<file path="src/rtl/cdb_arbiter_pkg.sv">
// Shared CDB types and sizing for the writeback arbiter, ROB and regfile.
package cdb_arbiter_pkg;
  localparam int N_ALU     = 2;
  localparam int N_MUL     = 2;
  localparam int N_REQ     = N_ALU + N_MUL;
  localparam int N_CDB     = 2;
  localparam int ROB_DEPTH = 8;
  localparam int ROB_W     = $clog2(ROB_DEPTH);
  localparam int PR_W      = 6;
  localparam int REQ_W     = (N_REQ > 1) ? $clog2(N_REQ) : 1;
  // Worst-case wait, in cycles, before a held request is granted.
  localparam int FAIR      = (N_REQ + N_CDB - 1) / N_CDB;

  typedef logic [REQ_W-1:0] req_idx_t;

  typedef struct packed {
    logic             valid;
    logic [ROB_W-1:0] rob_id;
    logic [PR_W-1:0]  pd;
    logic [31:0]      data;
  } cdb_entry_t;

  typedef cdb_entry_t [N_CDB-1:0] cdb_t;
endpackage

</file>
<file path="src/rtl/cdb_arbiter_if.sv">
// FU result request bus plus registered CDB broadcast.
interface cdb_arbiter_if;
  import cdb_arbiter_pkg::*;

  logic [N_REQ-1:0]             req_valid;
  logic [N_REQ-1:0][ROB_W-1:0]  req_rob_id;
  logic [N_REQ-1:0][PR_W-1:0]   req_pd;
  logic [N_REQ-1:0][31:0]       req_data;
  logic [N_REQ-1:0]             req_ready;
  logic [N_CDB-1:0]             cdb_valid;
  logic [N_CDB-1:0][ROB_W-1:0]  cdb_rob_id;
  logic [N_CDB-1:0][PR_W-1:0]   cdb_pd;
  logic [N_CDB-1:0][31:0]       cdb_data;

  modport slave (
    input  req_valid, req_rob_id, req_pd, req_data,
    output req_ready, cdb_valid, cdb_rob_id, cdb_pd, cdb_data
  );

  modport master (
    output req_valid, req_rob_id, req_pd, req_data,
    input  req_ready, cdb_valid, cdb_rob_id, cdb_pd, cdb_data
  );
endinterface

</file>
<file path="src/rtl/cdb_arbiter_rr_multi_picker.sv">
// Rotating-priority picker: first N_CDB set requests from i_ptr onward, in scan order.
module rr_multi_picker
  import cdb_arbiter_pkg::*;
(
  input  logic [N_REQ-1:0]            i_req,
  input  req_idx_t                    i_ptr,
  output logic [N_REQ-1:0]            o_gnt,
  output req_idx_t [N_CDB-1:0]        o_slot_idx,
  output logic [N_CDB-1:0]            o_slot_vld,
  output req_idx_t                    o_next_ptr
);
  always_comb begin
    int       w_idx;
    int       w_cnt;
    req_idx_t w_ri;
    o_gnt      = '0;
    o_slot_idx = '0;
    o_slot_vld = '0;
    o_next_ptr = i_ptr;
    w_idx      = 0;
    w_cnt      = 0;
    w_ri       = '0;
    for (int k = 0; k < N_REQ; k++) begin
      w_idx = int'(i_ptr) + k;
      if (w_idx >= N_REQ) w_idx = w_idx - N_REQ;
      w_ri = req_idx_t'(w_idx);
      if (i_req[w_ri] && (w_cnt < N_CDB)) begin
        o_gnt[w_ri] = 1'b1;
        // The k-th grant in scan order lands on CDB slot k.
        for (int s = 0; s < N_CDB; s++) begin
          if (s == w_cnt) begin
            o_slot_idx[s] = w_ri;
            o_slot_vld[s] = 1'b1;
          end
        end
        o_next_ptr = (w_idx == N_REQ - 1) ? '0 : req_idx_t'(w_idx + 1);
        w_cnt      = w_cnt + 1;
      end
    end
  end
endmodule

</file>
<file path="src/rtl/cdb_arbiter.sv">
// Round-robin CDB writeback arbiter: grants up to N_CDB FU results per cycle, registered onto the CDB.
module cdb_arbiter
  import cdb_arbiter_pkg::*;
(
  input  logic          clk,
  input  logic          rst,
  input  logic          flush,
  cdb_arbiter_if.slave  bus
);
  req_idx_t             r_rr_ptr;
  cdb_t                 r_cdb;
  cdb_t                 w_cdb_nxt;
  logic [N_REQ-1:0]     w_gnt;
  req_idx_t [N_CDB-1:0] w_slot_idx;
  logic [N_CDB-1:0]     w_slot_vld;
  req_idx_t             w_next_ptr;
  logic                 w_en;

  rr_multi_picker u_pick (
    .i_req      (bus.req_valid),
    .i_ptr      (r_rr_ptr),
    .o_gnt      (w_gnt),
    .o_slot_idx (w_slot_idx),
    .o_slot_vld (w_slot_vld),
    .o_next_ptr (w_next_ptr)
  );

  assign w_en          = !rst && !flush;
  assign bus.req_ready = w_en ? w_gnt : '0;

  always_comb begin
    w_cdb_nxt = '0;
    for (int s = 0; s < N_CDB; s++) begin
      if (w_slot_vld[s]) begin
        w_cdb_nxt[s].valid  = 1'b1;
        w_cdb_nxt[s].rob_id = bus.req_rob_id[w_slot_idx[s]];
        w_cdb_nxt[s].pd     = bus.req_pd[w_slot_idx[s]];
        w_cdb_nxt[s].data   = bus.req_data[w_slot_idx[s]];
      end
    end
  end

  always_ff @(posedge clk) begin
    if (rst) begin
      r_rr_ptr <= '0;
      r_cdb    <= '0;
    end else if (flush) begin
      r_cdb    <= '0;
    end else begin
      r_cdb    <= w_cdb_nxt;
      if (|w_gnt) r_rr_ptr <= w_next_ptr;
    end
  end

  always_comb begin
    bus.cdb_valid  = '0;
    bus.cdb_rob_id = '0;
    bus.cdb_pd     = '0;
    bus.cdb_data   = '0;
    for (int s = 0; s < N_CDB; s++) begin
      bus.cdb_valid[s]  = r_cdb[s].valid;
      bus.cdb_rob_id[s] = r_cdb[s].rob_id;
      bus.cdb_pd[s]     = r_cdb[s].pd;
      bus.cdb_data[s]   = r_cdb[s].data;
    end
  end

`ifndef SYNTHESIS
  localparam int FW = $clog2(FAIR + 1);
  logic [N_REQ-1:0][FW-1:0] r_wait;

  // Consecutive cycles each requester sat valid but ungranted; flush cycles are not counted.
  always_ff @(posedge clk) begin
    if (rst) begin
      r_wait <= '0;
    end else if (!flush) begin
      for (int r = 0; r < N_REQ; r++) begin
        if (bus.req_valid[r] && !bus.req_ready[r]) begin
          assert (int'(r_wait[r]) + 1 < FAIR);
          r_wait[r] <= r_wait[r] + FW'(1);
        end else begin
          r_wait[r] <= '0;
        end
      end
    end
  end

  always_ff @(posedge clk) begin
    if (!rst) begin
      assert ((bus.req_ready & ~bus.req_valid) == '0);
      assert ($countones(bus.req_ready) <= N_CDB);
    end
  end
`endif
endmodule

</file>
<file path="src/flat_wrapper.sv">
// flat-port wrapper written by rule: the top's interface ports become plain ports
module cdb_arbiter_flat import cdb_arbiter_pkg::*;
  (clk, rst, flush, bus_req_valid, bus_req_rob_id, bus_req_pd, bus_req_data, bus_req_ready, bus_cdb_valid, bus_cdb_rob_id, bus_cdb_pd, bus_cdb_data);
  cdb_arbiter_if bus_i ();
  input  logic clk;
  input  logic rst;
  input  logic flush;
  input wire logic [$bits(bus_i.req_valid)-1:0] bus_req_valid;
  input wire logic [$bits(bus_i.req_rob_id)-1:0] bus_req_rob_id;
  input wire logic [$bits(bus_i.req_pd)-1:0] bus_req_pd;
  input wire logic [$bits(bus_i.req_data)-1:0] bus_req_data;
  output wire logic [$bits(bus_i.req_ready)-1:0] bus_req_ready;
  output wire logic [$bits(bus_i.cdb_valid)-1:0] bus_cdb_valid;
  output wire logic [$bits(bus_i.cdb_rob_id)-1:0] bus_cdb_rob_id;
  output wire logic [$bits(bus_i.cdb_pd)-1:0] bus_cdb_pd;
  output wire logic [$bits(bus_i.cdb_data)-1:0] bus_cdb_data;
  assign bus_i.req_valid = bus_req_valid;
  assign bus_i.req_rob_id = bus_req_rob_id;
  assign bus_i.req_pd = bus_req_pd;
  assign bus_i.req_data = bus_req_data;
  assign bus_req_ready = bus_i.req_ready;
  assign bus_cdb_valid = bus_i.cdb_valid;
  assign bus_cdb_rob_id = bus_i.cdb_rob_id;
  assign bus_cdb_pd = bus_i.cdb_pd;
  assign bus_cdb_data = bus_i.cdb_data;
  cdb_arbiter u_core (.clk(clk), .rst(rst), .flush(flush), .bus(bus_i));
endmodule
</file>
<file path="config.mk">
export PLATFORM = sky130hd
export DESIGN_NAME = cdb_arbiter_flat
export DESIGN_NICKNAME = d
export VERILOG_FILES = /design/src/rtl/cdb_arbiter_pkg.sv /design/src/rtl/cdb_arbiter_if.sv /design/src/rtl/cdb_arbiter_rr_multi_picker.sv /design/src/rtl/cdb_arbiter.sv /design/src/flat_wrapper.sv
export SDC_FILE = /design/constraint.sdc
export NUM_CORES = 1
export LEC_CHECK = 0
export ABC_AREA = 1
export BUFFER_PORTS_ARGS = -buffer_cell sky130_fd_sc_hd__buf_4
export CAP_MARGIN = 25
export CORE_ASPECT_RATIO = 1.5
export CORE_MARGIN = 3
export CORE_UTILIZATION = 35
export DETAILED_ROUTE_END_ITERATION = 12
export PLACE_DENSITY_LB_ADDON = 0.25
export SETUP_SLACK_MARGIN = 0.3
export SYNTH_ARGS = -nofsm -noshare
export SYNTH_HDL_FRONTEND = slang
export SYNTH_SLANG_ARGS = --single-unit
</file>
<file path="constraint.sdc">
create_clock -name clk -period 4.8 [get_ports clk]
set_input_delay 0.72 -clock clk [delete_from_list [all_inputs] [get_ports clk]]
set_output_delay 0.72 -clock clk [all_outputs]
set_load 0.01 [all_outputs]
</file>
==> parameters.txt, run 1 <==
Parameter                              Value

STA
  Final worst path period need    4183 ps
  Number of hold violations in the final report    0
  Total negative slack    0 ps
  Achievable clock frequency    239.1 MHz
  Normalized max-slew margin    36.98%
  Clock skew after layout    6.114 ps
  Worst slew pin tran    945.4 ps
  RSZ-0062 raised after global routing    no
  Fin crit share    87.14%
  Final Setup Violations    0
  Max Slew Vio Count    0

Global routing
  Largest net degree at the start of global routing    83
  Global route overflow    0
  Total global-route track usage    24.36%
  Via count of the first global-routing pass    7444
  First-pass GRT wire length    38570 um
  Number of antenna violations at the first check in global routing    1

Layout
  Top library cells by usage in the layout, fill and taps aside    nand3_1, buf_4, nand2_1
  Post-layout nets    1471
  Leading cell type in the layout, fill and taps excluded    nand3_1
  Fraction of layout cells with a size suffix above 1    25.72%
  Number of antenna diodes    0
  Signed area change from the synthesized netlist to the final layout    36.78%
  Count of filler cells inserted in the layout    1869
  Non-filler cells in the finished layout    1504

Synthesis
  Share of synthesized area occupied by flip-flops and latches    27.02%
  Synthesized area per cell    5.950 um2
  Number of enable-type register cells in the synthesized netlist    0
  Proportion of synthesized flip-flops having asynchronous set or reset    0%
  Number of nets in the synthesized netlist    1256
  Distinct cell type count of the synthesized netlist    29
  Ys Warns    0
  Mapped Cells    1071
  Mapped Area    6372 um2
  Most common flop cell mapped by yosys    dfxtp_1
  Flop and latch count out of synthesis    86

Worst hold path
  Type of the most critical hold path    input pin to register

CTS
  Number of H-tree branching levels    3
  Clock tree sinks    86
  CTS buffer count    9
  Clock latency of the later-clocked register in the worst-skew pair    340 ps
  Clock Root Buffer    clkbuf_16
  Clock input transition at the sequential cells of the worst setup and hold paths    70 ps
  Buffers from clock root to sink, at most    2
  CTS tree    built

Drt
  Via count    7990
  Initial drt markers    869
  Via density per instance    5.313
  Routed wire per std cell    16.91 um
  Number of routed nets with antenna violations    0
  DRC viols    0
  Final WL    25440 um
  Iteration count of the initial detailed-routing pass    5

Placement
  GPL Wtd Cong    0.8862
  DP Cell Count    1488
  Placed wire-length estimate    18020 um
  Port Buf Inserts    258

Floorplanning
  I/O pin cnt    259
  Floorplan row count    59
  Area of the core    17640 um2
  DIE WIDTH    116.2 um
  Overall die area    19890 um2
  Height of the chip    171.3 um
  Effective utilization at floorplan    36.12%

Critical path
  Kind of capture point of the worst setup path    output port
  Kind of critical path    register to output port
  Sort of element at the start of the critical path    register
  Top fanout value on the critical path    8
  Data arrival time of the critical path    3460 ps
  CP Data Required Time    4080 ps

Run
  Max-capacitance violation count    0

Outcome
  Status    finished, final reports clean
## metrics by stage
stage | utilization [%] | hold slack, ps | worst slack, ps | area, um2
6_report | 49.40 | 673.6 | 617.1 | 8716
3_5_place_dp | 47.66 | 709.5 | 441.9 | 8408
5_1_grt | 49.40 | 686.7 | 333.1 | 8716
4_1_cts | 49.39 | 650.2 | 447.2 | 8713
3_3_place_gp | 47.66 | 690.0 | 590.5 | 8408
2_1_floorplan | - | 742.6 | 1270 | 6372
## critical path, stage by stage (launching register included)
cell and delay [ps]:
dfxtp_2 430, inv_1 180, ha_1 410, inv_2 170, nand2_1 80, nand2_2 150, ha_1 160, inv_1 100
nand3_4 140, inv_2 80, fa_1 360, inv_1 80, nand3_2 140, inv_2 170, nand2_1 110, a31oi_1 200
buf_4 150
## final timing paths
| check | endpoint | slack [ps] | cells after the start | start |
|---|---|---|---|---|
| worst max-delay path | bus_req_ready[2] | 620 | 16 | u_core.r_rr_ptr[1] |
| worst min-delay path | u_core.r_rr_ptr[1] | 670 | 4 | rst |
| worst max register to register | u_core.bus.cdb_data[15] | 730 | 18 | u_core.r_rr_ptr[1] |
| worst min register to register | u_core.r_rr_ptr[0] | 710 | 4 | u_core.r_rr_ptr[0] |
## repair_timing
action	CTS	global route
buffers inserted	0	0
gates cloned	0	0
hold buffers	0	0
endpoints found under the setup margin	2	34
gates resized for setup	1	2
## cells in the mapped netlist (6+ instances only)
cell      instances  area (um2)
nand2_1         218       818.3
nand4_1           6       37.54
a21oi_1          84       420.4
nand2_2          12       75.07
clkbuf_1          6       22.52
nand3_1         350        1752
inv_1           189       709.4
buf_6             6       67.56
buf_2            59       295.3
dfxtp_1          86        1722
nor2_1            9       33.78
ha_1             13       162.7
## sequential cells by signal, summed over array words and instances, names as in the netlist
| name | count |
|---|---|
| u_core.bus.cdb_data | 64 |
| u_core.bus.cdb_pd | 12 |
| u_core.bus.cdb_rob_id | 6 |
| u_core.bus.cdb_valid | 2 |
| u_core.r_rr_ptr | 2 |
## logic make-up (layout without fill, tap and decap cells)
family	after synthesis	count (layout)	share of synthesized area, %
buf+inv	271	491	18.10
flops	86	86	27.02
compound gates	95	95	7.697
fa+ha+maj	14	14	2.867
simple gates	605	605	44.32
## final cells by class
type	count	area (um2)	share of cell area [%]
inverters	195	734.5	8.427
well taps	213	266.5	3.058
clock buffers	9	225.2	2.584
clock inverters	7	78.83	0.9044
multi-input cells	714	3536	40.57
repair buffers	280	2152	24.69
flip-flops and latches	86	1723	19.77
## per-layer routing
| layer | vias to the layer above | global-route usage, % | share of wire [%] |
|---|---|---|---|
| met5 | - | 0 | 0.079 |
| met2 | 402 | 41.87 | 51 |
| met3 | 77 | 3.168 | 6.6 |
| met1 | 3649 | 29.21 | 37 |
| met4 | 2 | 12.97 | 5.2 |
| li1 | 3860 | - | - |
Power of run 1 is not shown: default switching activity piles up to over one toggle a cycle in this logic, so the estimate is an artifact.
==> inputs of run 2 (changes only) <==
- CORE_UTILIZATION: 35 -> 32
- SKIP_LAST_GASP: unset -> 1
==> run 2 against run 1 <==
Compared with the run above:
- sequential share of layout area fell by 0.18 points
- non-clock buffer count down 3
- wire length shrank 1.2%
- flip-flop and latch count unchanged
- maximum frequency is 1.9% lower
- critical endpoint is now bus_req_ready[1]
- global-route usage down 2.0 points
==> parameters.txt, run 2 (synthesis gave the netlist of run 1 again) <==
Parameter                              Value

Placement
  GPL Wtd Cong    0.9035 (was 0.8862)
  DP Cell Count    1528 (was 1488)
  Port Buf Inserts    258 (unchanged)
  Placed wire-length estimate    17630 um (was 18020 um)

Layout
  Post-layout nets    1468 (was 1471)
  Flip-flop count of the largest register after layout    64 (unchanged)
  Top library cells by usage in the layout, fill and taps aside    nand3_1, buf_4, nand2_1 (unchanged)
  Signed area change from the synthesized netlist to the final layout    37.91% (was 36.78%)
  Non-filler cells in the finished layout    1545 (was 1504)
  Fraction of layout cells with a size suffix above 1    25.23% (was 25.72%)
  Leading cell type in the layout, fill and taps excluded    nand3_1 (unchanged)
  Core Util, Final    45.32% (was 49.40%)

STA
  Normalized max-slew margin    36.48% (was 36.98%)
  Clock skew after layout    8.551 ps (was 6.114 ps)
  Achievable clock frequency    234.6 MHz (was 239.1 MHz)
  Fin crit share    88.79% (was 87.14%)
  Worst slew pin tran    952.8 ps (was 945.4 ps)
  Final worst path period need    4262 ps (was 4183 ps)
  Max Slew Vio Count    0 (unchanged)
  Total negative slack    0 ps (unchanged)
  RSZ-0062 raised after global routing    no (unchanged)
  Hold_ws    666.4 ps (was 673.6 ps)
  Number of hold violations in the final report    0 (unchanged)
  Final Setup Violations    0 (unchanged)

Drt
  DRC viols    0 (unchanged)
  Number of routed nets with antenna violations    0 (unchanged)
  Initial drt markers    674 (was 869)
  Routed wire per std cell    16.28 um (was 16.91 um)
  Via count    7814 (was 7990)
  Final WL    25150 um (was 25440 um)
  Iteration count of the initial detailed-routing pass    5 (unchanged)
  Via density per instance    5.058 (was 5.313)

Global routing
  Total global-route track usage    22.37% (was 24.36%)
  Number of antenna violations at the first check in global routing    2 (was 1)
  Global-route met2 utilization    39.74% (was 41.87%)
  Via count of the first global-routing pass    7505 (was 7444)
  First-pass GRT wire length    38650 um (was 38570 um)
  Global route overflow    0 (unchanged)
  Largest net degree at the start of global routing    83 (unchanged)
  Global-route layer with the greatest usage    met2 (unchanged)
  Grt met3 use    3.346% (was 3.168%)
  Met1 layer usage reported by global route    25.97% (was 29.21%)

CTS
  Buffers from clock root to sink, at most    2 (unchanged)
  Resized cells post-CTS    0 (was 1)
  Clock latency of the later-clocked register in the worst-skew pair    340 ps (about the same)
  CTS tree    built (unchanged)
  CTS buffer count    9 (unchanged)
  Post CTS Setup Buffer Count    0 (unchanged)
  Clock input transition at the sequential cells of the worst setup and hold paths    70 ps (about the same)
  Clock tree sinks    86 (unchanged)
  Clock Root Buffer    clkbuf_16 (unchanged)
  Number of H-tree branching levels    3 (unchanged)
  # hold bufs at CTS    0 (unchanged)

Critical path
  Buffer and inverter count on the worst path    7 (unchanged)
  Top fanout value on the critical path    7 (was 8)
  Data arrival time of the critical path    3540 ps (was 3460 ps)
  Family with the most delay on the worst path    buffers and inverters (unchanged)
  CP Data Required Time    4080 ps (about the same)
  List of cells traversed by the critical path    inv_1, ha_1, inv_2, nand2_1, nand2_1, ha_1, inv_1, nand3_4, inv_2, fa_1, inv_1, nand3_2, inv_2, nand2_1, a31oi_1, buf_4 (was inv_1, ha_1, inv_2, nand2_1, nand2_2, ha_1, inv_1, nand3_4, inv_2, fa_1, inv_1, nand3_2, inv_2, nand2_1, a31oi_1, buf_4)
  Longest individual stage delay on the worst path    400 ps (was 430 ps)
  Sort of element at the start of the critical path    register (unchanged)
  Kind of critical path    register to output port (unchanged)
  Kind of capture point of the worst setup path    output port (unchanged)
  Max stage delay cell, worst path    fa_1 (was dfxtp_2)
  Reg2Reg Setup Slack    620 ps (was 730 ps)

Floorplanning
  Overall die area    21680 um2 (was 19890 um2)
  DIE WIDTH    121.2 um (was 116.2 um)
  Effective utilization at floorplan    32.86% (was 36.12%)
  Floorplan row count    62 (was 59)
  Area of the core    19390 um2 (was 17640 um2)
  I/O pin cnt    259 (unchanged)
  Height of the chip    178.8 um (was 171.3 um)

Run
  Max-capacitance violation count    0 (unchanged)

Outcome
  Status    finished, final reports clean (unchanged)

Worst hold path
  Type of the most critical hold path    input pin to register (unchanged)
run 2: routing by layer:
layer,wire [um],vias up,part of all wire [%]
li1,-,3858,-
met1,9743,3567,39
met2,12910,330,51
met3,1524,57,6.1
met4,949,2,3.8
met5,13,-,0.052
run 2: final timing paths:
check | start | end | cells past startpoint
max reg2reg | u_core.r_rr_ptr[1] | u_core.bus.cdb_data[54] | 21
max | u_core.r_rr_ptr[1] | bus_req_ready[1] | 16
min reg2reg | u_core.r_rr_ptr[0] | u_core.r_rr_ptr[0] | 4
min | rst | u_core.r_rr_ptr[1] | 4
run 2: metrics by stage:
stage | worst slack [ps] | area (um2)
CTS | 425.5 | 8773
finish | 538.1 | 8788
detailed placement | 459.3 | 8459
floorplan | 1270 | 6372
global route | 330.7 | 8788
global placement | 483.7 | 8459
run 2: area by class of cell:
| class | count | area, um2 |
|---|---|---|
| Fill cell | 2084 | 10610 |
| Antenna cell | 1 | 2.502 |
| Multi-Input combinational cell | 714 | 3562 |
| Inverter | 195 | 734.5 |
| Clock buffer | 11 | 232.7 |
| Tap cell | 256 | 320.3 |
| Timing Repair Buffer | 277 | 2133 |
| Clock inverter | 5 | 81.33 |
| Sequential cell | 86 | 1722 |
run 2: worst reg2reg max path, stage by stage, from the launching register on:
cell and delay, ps:
dfxtp_1 310, inv_1 210, ha_1 380, inv_2 180, nand2_1 90, nand2_1 210
ha_1 190, inv_1 110, nand3_4 140, inv_2 70, fa_1 400, inv_1 90
nand3_2 170, inv_2 190, nand2_2 90, inv_2 100, nand3_4 260, nand2_8 270
buf_12 290, nand2_1 150, nand3_1 100, a21oi_1 60
Power of run 2 is left out for the same reason.
==> inputs of run 3 (changes only) <==
- ABC_AREA: 1 -> unset
- CAP_MARGIN: 25 -> unset
==> run 3 against run 2 <==
Compared with the run above:
- first-iteration DRC count fell by 68%
- die area fell by 24%
- critical path depth fell by 3
- largest cell class unchanged
- critical path type unchanged
- clock skew rose by 3.1 ps
- highest routed layer is now met4
==> parameters.txt, run 3 <==
Parameter                              Value

Outcome
  Status    finished, final reports clean (unchanged)

STA
  Final worst path period need    4263 ps (was 4262 ps)
  Final setup slack of the worst path    536.9 ps (was 538.1 ps)
  RSZ-0062 raised after global routing    no (unchanged)
  Clock skew after layout    11.70 ps (was 8.551 ps)
  Achievable clock frequency    234.6 MHz (about the same)
  Normalized max-slew margin    63.69% (was 36.48%)
  Worst slew pin tran    544.7 ps (was 952.8 ps)
  Fin crit share    88.81% (was 88.79%)
  Number of hold violations in the final report    0 (unchanged)
  Hold_ws    668.6 ps (was 666.4 ps)
  Total negative slack    0 ps (unchanged)
  Max Slew Vio Count    0 (unchanged)
  Final Setup Violations    0 (unchanged)

Drt
  Number of routed nets with antenna violations    0 (unchanged)
  Iteration count of the initial detailed-routing pass    5 (unchanged)
  Via count    5297 (was 7814)
  Via density per instance    5.714 (was 5.058)
  Initial drt markers    218 (was 674)
  Final WL    19280 um (was 25150 um)
  DRC viols    0 (unchanged)
  Routed wire per std cell    20.79 um (was 16.28 um)

Critical path
  Worst setup path startpoint    u_core.r_rr_ptr[1] (unchanged)
  Worst flop-to-flop path endpoint    u_core.bus.cdb_data[60] (was u_core.bus.cdb_data[54])
  Kind of capture point of the worst setup path    output port (unchanged)
  Beginning of the worst register-to-register path    u_core.r_rr_ptr[0] (was u_core.r_rr_ptr[1])
  CP Data Required Time    4080 ps (about the same)
  Reg2Reg Setup Slack    670 ps (was 620 ps)
  Data arrival time of the critical path    3540 ps (about the same)
  Top fanout value on the critical path    13 (was 7)
  Sort of element at the start of the critical path    register (unchanged)
  Worst setup endpoint    bus_req_ready[1] (unchanged)
  Cells on worst reg2reg path    14 (was 21)
  Kind of critical path    register to output port (unchanged)

Synthesis
  Adder-Cell Fraction of Synth Area    3.828% (was 2.867%)
  Biggest area contributors in the synthesized netlist    dfxtp_1, mux2i_1, a221oi_1 (was nand3_1, dfxtp_1, nand2_1)
  Combinational family with the most area after synthesis    compound AO/OA/AOI/OAI gates (was simple AND/OR/NAND/NOR gates)
  Synthesized-area fraction occupied by ao, oa, aoi and oai cells    28.81% (was 7.697%)
  Proportion of synthesized flip-flops having asynchronous set or reset    0% (unchanged)
  Mapped Area    4772 um2 (was 6372 um2)
  Share of synthesized area occupied by flip-flops and latches    36.08% (was 27.02%)
  Ys Warns    0 (unchanged)
  Most common cell in the synthesized netlist    mux2i_1 (was nand3_1)
  Leading cell types by count after synthesis    mux2i_1, dfxtp_1, o22ai_1 (was nand3_1, nand2_1, inv_1)
  Synth area leader    dfxtp_1 (was nand3_1)
  Number of nets in the synthesized netlist    677 (was 1256)
  Post-synthesis share of cell area spent on xor and xnor gates    0% (unchanged)
  Simple logic cell fraction of the synthesized area    3.802% (was 44.32%)
  Synthesized area per cell    9.699 um2 (was 5.950 um2)
  Flop and latch count out of synthesis    86 (unchanged)
  Mux contribution to synthesized area    21.39% (was 0%)
  Share of the synthesized area in the top cell type    36.08% (was 27.49%)
  Distinct cell type count of the synthesized netlist    44 (was 29)
  Mapped Cells    492 (was 1071)
  Most common flop cell mapped by yosys    dfxtp_1 (unchanged)
  Number of enable-type register cells in the synthesized netlist    0 (unchanged)

CTS
  Clock input transition at the sequential cells of the worst setup and hold paths    70 ps (about the same)
  Number of H-tree branching levels    3 (unchanged)
  CTS tree    built (unchanged)
  Clock Root Buffer    clkbuf_16 (unchanged)
  CTS buffer count    9 (unchanged)
  Clock tree sinks    86 (unchanged)
  Buffers from clock root to sink, at most    2 (unchanged)
  Clock latency of the later-clocked register in the worst-skew pair    340 ps (about the same)

Global routing
  Via count of the first global-routing pass    5361 (was 7505)
  First-pass GRT wire length    28810 um (was 38650 um)
  Number of antenna violations at the first check in global routing    0 (was 2)
  Total global-route track usage    21.93% (was 22.37%)
  Largest net degree at the start of global routing    49 (was 83)
  Global route overflow    0 (unchanged)

Layout
  Leading cell type in the layout, fill and taps excluded    buf_4 (was nand3_1)
  Flip-flop count of the largest register after layout    64 (unchanged)
  Cell area after layout    7202 um2 (was 8788 um2)
  Post-layout nets    911 (was 1468)
  Fraction of layout cells with a size suffix above 1    41.86% (was 25.23%)
  Sequential cell area    1725 um2 (was 1722 um2)
  Area occupied by multi-input gates    2789 um2 (was 3562 um2)
  Number of antenna diodes    0 (was 1)
  Top library cells by usage in the layout, fill and taps aside    buf_4, mux2i_1, dfxtp_1 (was nand3_1, buf_4, nand2_1)
  Count of filler cells inserted in the layout    1404 (was 2084)
  Core Util, Final    49.35% (was 45.32%)
  Signed area change from the synthesized netlist to the final layout    50.92% (was 37.91%)

Placement
  Placed wire-length estimate    14180 um (was 17630 um)
  Port Buf Inserts    258 (unchanged)
  GPL Wtd Cong    0.9643 (was 0.9035)
  Placement-stage worst setup slack    231.7 ps (was 459.3 ps)
  Total placed instance area    6882 um2 (was 8459 um2)

Floorplanning
  DIE WIDTH    105.7 um (was 121.2 um)
  Floorplan row count    54 (was 62)
  Area of the core    14590 um2 (was 19390 um2)
  Overall die area    16440 um2 (was 21680 um2)
  Effective utilization at floorplan    32.70% (was 32.86%)
  Height of the chip    155.6 um (was 178.8 um)
  I/O pin cnt    259 (unchanged)

Worst hold path
  Type of the most critical hold path    input pin to register (unchanged)

Power
  Max VDD drop    0.0008766 V
  Power Dens Cells    836.2 nW/um2
  Leakage    0.003133 uW

Run
  Max-capacitance violation count    0 (unchanged)
==> run 3: area by class of cell <==
class                      instances  area share, %
inverter                          11         0.6081
multi-input combinational        345          38.72
clock inverter                     6         0.9729
clock buffer                      10          3.179
timing repair buffer             273          29.15
sequential                        86          23.96
tap                              196          3.405
==> run 3: worst max-delay path, cell delays in order (launching register included) <==
cell       delay (ps)
dfxtp_4           400
inv_1             120
ha_1              340
mux4_2            530
ha_1              210
nand2b_1          170
a2bb2oi_2         210
inv_4             150
fa_1              250
nand2b_4          210
nor2_1             50
a211oi_1          300
nor2_1             90
buf_4             150
==> run 3: power by group <==
part / total (uW) / switching (uW) / leakage, uW / internal (uW)
clock network: 721 / 313 / 0.000147 / 408
registers: 1140 / 94.8 / 0.000710 / 1040
logic: 4160 / 2260 / 0.00228 / 1900
==> run 3: logic make-up (layout without fill, tap and decap cells) <==
kind of cell    count (synthesis)  in the layout
mux                            97             97
compound gates                196            196
fa+ha+maj                      14             14
buf+inv                        61            300
simple gates                   38             38
flops                          86             86
==> run 3: how the worst min path moves through the flow <==
stage	slack (ps)	startpoint	cells after the start	to
CTS	660	bus_req_data[104]	3	u_core.bus.cdb_data[40]
global route	670	bus_req_data[5]	3	u_core.bus.cdb_data[5]
finish	670	bus_req_pd[20]	3	u_core.bus.cdb_pd[8]
floorplan	780	u_core.r_rr_ptr[0]	4	u_core.r_rr_ptr[0]
detailed placement	700	u_core.r_rr_ptr[0]	3	u_core.r_rr_ptr[0]
global placement	710	u_core.r_rr_ptr[0]	3	u_core.r_rr_ptr[0]
==> run 3: through the flow <==
step,power [uW],std cells
final,6022,927
after global placement,5165,910
after global routing,6431,927
after floorplan,3954,492
after detailed placement,5290,910
after CTS,6040,927
==> run 3: layer usage <==
layer	GRT usage [%]	share of wire [%]	wire, um
met4	10.99	4.1	796
met3	4.638	6.7	1300
met2	39.45	53	10150
met5	0	0	0
met1	24.32	36	7024
==> run 3: timing repair <==
action / 4_1_cts / 5_1_grt
gates resized for setup: 2 / 3
endpoints found under the setup margin: 45 / 43
hold buffers: 0 / 0
setup buffers: 1 / 0
Power figures use the tool's default switching activity.
